**src/rtl/stuff_serializer_pkg.sv**
```systemverilog
// rtl/stuff_serializer_pkg.sv - shared state encodings and defaults for the stuffing serializer
package stuff_serializer_pkg;

  typedef enum logic [1:0] {
    IDLE  = 2'd0,
    SHIFT = 2'd1,
    STUFF = 2'd2
  } state_e;

  localparam int DEF_WIDTH  = 8;
  localparam int DEF_MAXRUN = 3;

endpackage

```
**src/rtl/stuff_run_tracker.sv**
```systemverilog
// rtl/stuff_run_tracker.sv - run length and last line bit, counted over valid line bits only
module stuff_run_tracker #(
  parameter int MAXRUN = 3
) (
  input  logic clk,
  input  logic reset,
  input  logic line_bit,
  input  logic strobe,
  input  logic is_stuff,
  output logic hit,
  output logic last_bit
);

  localparam int RW = $clog2(MAXRUN + 1);

  logic [RW-1:0] run_q, run_d;
  logic          last_q, last_d;

  always_comb begin
    run_d  = run_q;
    last_d = last_q;
    if (strobe) begin
      if (is_stuff) begin
        run_d = RW'(1);
      end else if (run_q != '0 && line_bit == last_q) begin
        run_d = run_q + RW'(1);
      end else begin
        run_d = RW'(1);
      end
      last_d = line_bit;
    end
  end

  always_ff @(posedge clk) begin
    if (!reset) begin
      run_q  <= '0;
      last_q <= 1'b0;
    end else begin
      run_q  <= run_d;
      last_q <= last_d;
    end
  end

  assign hit      = (run_q == RW'(MAXRUN));
  assign last_bit = last_q;

endmodule

```
**src/rtl/stuff_serializer.sv**
```systemverilog
// rtl/stuff_serializer.sv - MSB-first serializer inserting a stuff bit after MAXRUN equal bits
module stuff_serializer
  import stuff_serializer_pkg::*;
#(
  parameter int WIDTH  = DEF_WIDTH,
  parameter int MAXRUN = DEF_MAXRUN
) (
  input  logic             clk,
  input  logic             reset,
  input  logic [WIDTH-1:0] din,
  input  logic             din_valid,
  output logic             din_ready,
  output logic             sout,
  output logic             sout_valid,
  output logic             sout_stuff,
  output logic             busy
);

  localparam int CW = $clog2(WIDTH + 1);

  state_e           state_q, state_d;
  logic [WIDTH-1:0] shreg_q, shreg_d;
  logic [CW-1:0]    cnt_q, cnt_d;
  logic             sout_q, sout_d;
  logic             valid_q, valid_d;
  logic             stuff_q, stuff_d;
  logic             next_data;
  logic             trk_strobe, trk_is_stuff, trk_bit;
  logic             hit, last_bit;

  stuff_run_tracker #(.MAXRUN(MAXRUN)) u_run (
    .clk      (clk),
    .reset    (reset),
    .line_bit (trk_bit),
    .strobe   (trk_strobe),
    .is_stuff (trk_is_stuff),
    .hit      (hit),
    .last_bit (last_bit)
  );

  // The state register names the bit currently on the line; the tracker is
  // strobed at the same edge that loads sout, so hit reflects the shown bit.
  always_comb begin
    state_d      = state_q;
    shreg_d      = shreg_q;
    cnt_d        = cnt_q;
    sout_d       = sout_q;
    valid_d      = 1'b0;
    stuff_d      = 1'b0;
    next_data    = 1'b0;
    trk_strobe   = 1'b0;
    trk_is_stuff = 1'b0;
    trk_bit      = sout_q;
    unique case (state_q)
      IDLE: begin
        if (din_valid) begin
          state_d    = SHIFT;
          sout_d     = din[WIDTH-1];
          shreg_d    = {din[WIDTH-2:0], 1'b0};
          cnt_d      = CW'(WIDTH - 1);
          valid_d    = 1'b1;
          trk_strobe = 1'b1;
          trk_bit    = din[WIDTH-1];
        end
      end
      SHIFT: begin
        if (hit) begin
          state_d      = STUFF;
          sout_d       = ~last_bit;
          valid_d      = 1'b1;
          stuff_d      = 1'b1;
          trk_strobe   = 1'b1;
          trk_is_stuff = 1'b1;
          trk_bit      = ~last_bit;
        end else if (cnt_q == '0) begin
          state_d = IDLE;
        end else begin
          next_data = 1'b1;
        end
      end
      STUFF: begin
        if (cnt_q == '0) state_d = IDLE;
        else             next_data = 1'b1;
      end
      default: state_d = IDLE;
    endcase
    if (next_data) begin
      state_d    = SHIFT;
      sout_d     = shreg_q[WIDTH-1];
      shreg_d    = {shreg_q[WIDTH-2:0], 1'b0};
      cnt_d      = cnt_q - CW'(1);
      valid_d    = 1'b1;
      trk_strobe = 1'b1;
      trk_bit    = shreg_q[WIDTH-1];
    end
  end

  always_ff @(posedge clk) begin
    if (!reset) begin
      state_q <= IDLE;
      shreg_q <= '0;
      cnt_q   <= '0;
      sout_q  <= 1'b0;
      valid_q <= 1'b0;
      stuff_q <= 1'b0;
    end else begin
      state_q <= state_d;
      shreg_q <= shreg_d;
      cnt_q   <= cnt_d;
      sout_q  <= sout_d;
      valid_q <= valid_d;
      stuff_q <= stuff_d;
    end
  end

  assign din_ready  = (state_q == IDLE);
  assign busy       = ~din_ready;
  assign sout       = sout_q;
  assign sout_valid = valid_q;
  assign sout_stuff = stuff_q;

endmodule
```
**config.mk**
```make
export PLATFORM = sky130hd
export DESIGN_NAME = stuff_serializer
export DESIGN_NICKNAME = d
export VERILOG_FILES = /design/src/rtl/stuff_serializer_pkg.sv /design/src/rtl/stuff_run_tracker.sv /design/src/rtl/stuff_serializer.sv
export SDC_FILE = /design/constraint.sdc
export NUM_CORES = 1
export LEC_CHECK = 0
export ABC_AREA = 1
export ABC_CLOCK_PERIOD_IN_PS = 1950
export CORE_MARGIN = 2
export CORE_UTILIZATION = 40
export DETAILED_ROUTE_END_ITERATION = 7
export MAX_ROUTING_LAYER = met4
export PLACE_DENSITY = 0.6
export SLEW_MARGIN = 5
export SYNTH_ARGS = -nofsm -noshare
export SYNTH_HDL_FRONTEND = slang
export SYNTH_SLANG_ARGS = --single-unit
```
**constraint.sdc**
```tcl
create_clock -name clk -period 1.95 [get_ports clk]
set_input_delay 0.195 -clock clk [delete_from_list [all_inputs] [get_ports clk]]
set_output_delay 0.195 -clock clk [all_outputs]
set_load 0.005 [all_outputs]
```
==> reports/results.txt <==
Status = finished clean
Synthesized net count = 167
Sink Count = 19
CP Class = reg -> out
IO Port Bufs = 15
Leak = 0.614 nW
Switching Fraction = 31.5%
Most common cell in the netlist = nand2_1
Rows = 18
Clock skew = 0.000714 ns
Synth top area share = 36.5%
FFs w/ async S/R, synth = 0%
Post-Syn Area = 0.00104 mm²
Synth Flop Type = dfxtp_1
Worst VDD drop = 0.451 mV
Max_cap viols = 0
Total gr overflow = 0
Synth area leader = dfxtp_1
Nets@finish = 186
Critical path arrival = 1.59 ns
Final hold slack = 0.450 ns
Register share of total power = 50.8%
H-tree depth = 1
CP Capture Type = output port
Antenna viol nets, final = 0
Total CTS buffers = 3
Initial antenna violation count = 0
Clock Tree Root = clkbuf_4
Distinct cells, synth = 23
Overall global routing resource usage = 17.3%
Clk pin slew, worst setup/hold paths = 0.11 ns
Sequential area share after synthesis = 36.5%
Reg2reg path depth = 11
Mean routed wirelength per cell = 10.4 µm
CTS tree = done
Worst path required time = 1.75 ns
Final GP Congestion = 0.729
Largest cells by area after synthesis = dfxtp_1, nand2_1, ha_1
Clock Tree Buf Depth = 2
Post-synth EDFFs = 0
Iteration count of the initial detailed-routing pass = 4
First-pass GRT wire length = 3.61 mm
P per Cell Area = 699 mW/mm²
Fillers = 286
Area grow syn2layout = 20.0%
Final Slew Violations = 0
Worst Setup Start Kind = flop
DIE AREA = 0.00303 mm²
Minimum clock period = 1.78 ns
Setup repair after global routing missed its margin = false
Detailed Route Iter0 Violations = 13
Avg Vias per Cell = 4.75
Total Wirelength = 2.03 mm
Worst slew pin tran = 0.302 ns
Remaining DRCs = 0
Worst skew pair latency = 0.29 ns
Area of the multi-input gates = 539 µm²
Register bit count reported by yosys = 19
Peak Freq = 0.561 GHz
Switching Power = 0.000275 W
Warnings, synthesis = 0
Layout cells sized above 1 = 7.23%
Chip width = 55.0 µm
Cell count after synthesis = 148
Synth Area per Inst = 7.03 µm²
Synth cell count leaders = nand2_1, inv_1, dfxtp_1
Vias in the first global route = 846
Combinational share of power = 26.3%
IO Pins = 16
Hold Path Depth = 3
Pin count of the biggest net entering global routing = 13
Via count = 931
Total negative setup slack = 0 ns
Starting Density = 42.0%
Crit path max fanout = 5
Post-CTS Setup Inserts = 0
Slew Limit Headroom = 79.7%
Final setup fails = 0
Min-Delay Path Class = in -> reg
Chip Height = 55.0 µm
Clk pwr share = 22.9%
Final Core Density = 50.4%
Fin crit share = 91.5%
Number of diodes = 0
Storage cell area = 383 µm²
Core ar. = 0.00248 mm²
Final Hold Viols = 0
Pint = 0.000598 W
Detailed placement HPWL = 1.61 mm
metrics by stage:
stage | setup slack [ns] | instances | cell area, µm² | total power [W]
after CTS | 0.0809 | 196 | 1250 | 0.000883
final | 0.167 | 196 | 1250 | 0.000872
after global routing | 0.00986 | 196 | 1250 | 0.000944
after detailed placement | 0.228 | 192 | 1220 | 0.000683
after floorplan | 0.465 | 148 | 1040 | 0.000611
after global placement | 0.293 | 192 | 1220 | 0.000680
final timing paths:
kind	from	end	slack, ns
worst max register to register	state_q[1]$_SDFFE_PP0P_	u_run.last_bit$_SDFFE_PN0P_	0.27
worst min-delay path	din[0]	shreg_q[1]$_SDFFE_PN0P_	0.45
worst max-delay path	state_q[0]$_SDFFE_PN0P_	busy	0.17
worst min register to register	shreg_q[1]$_SDFFE_PN0P_	shreg_q[1]$_SDFFE_PN0P_	0.47
metal layers:
| layer | GRT usage (%) | part of all wire, % |
|---|---|---|
| met5 | - | 0 |
| met4 | 7.32 | 0.74 |
| met3 | 2.42 | 3.2 |
| met2 | 28.4 | 48 |
| met1 | 21.2 | 48 |
worst max-delay path: stages (launching register included):
cell and delay (ns):
dfxtp_2 0.38, inv_1 0.07, ha_1 0.23, inv_1 0.11, clkdlybuf4s50_1 0.51
cells by family after synthesis:
logic type      Yosys count  share of synthesized area (%)
compound gates           15                           10.1
buf+inv                  30                           11.7
simple gates             76                           32.1
fa+ha+maj                 8                           9.62
flops                    19                           36.5
power groups by stage:
stage	Combinational [W]	Clock, W	Sequential (W)
2_1_floorplan	0.000164	0	0.000447
4_1_cts	0.000232	0.000209	0.000443
6_report	0.000230	0.000200	0.000443
5_1_grt	0.000270	0.000226	0.000448
3_5_place_dp	0.000231	0	0.000452
3_3_place_gp	0.000229	0	0.000451
sequential cells by signal, indices dropped and copies added (netlist names):
register and cells:
sout_valid 1, cnt_q 4, u_run.last_bit 1, state_q 2
sout_stuff 1, u_run.run_q 2, sout 1, shreg_q 7
final cells by class:
class | instances | share of cell area, %
multi-input cells | 99 | 43.2
well taps | 30 | 3.01
repair buffers | 16 | 12.6
flip-flops and latches | 19 | 30.7
clock buffers | 4 | 2.10
inverters | 28 | 8.42
cell usage in the layout, fill, tap and decap left out:
cell and instances:
inv_1 24, a211oi_1 1, nand3_4 1, nor3_1 1, a221oi_1 1, clkbuf_4 3, ha_1 8, nand4_1 3
nand3_1 13, a31oi_1 2, nand2_1 49, a21oi_1 5, clkinv_1 2, clkdlybuf4s50_1 15, dfxtp_2 2, nor2_4 1
o21ai_0 2, o211ai_1 2, a22oi_1 1, buf_4 1, nor2_1 7, nand2_2 1, o21bai_4 1, inv_2 2
dfxtp_1 17, clkbuf_1 1
timing repair:
item | CTS | global route
endpoints found under the setup margin | 0 | 2
resized for setup | 0 | 2
hold buffers | 0 | 0
No activity file was read; power rests on OpenSTA's default activity.
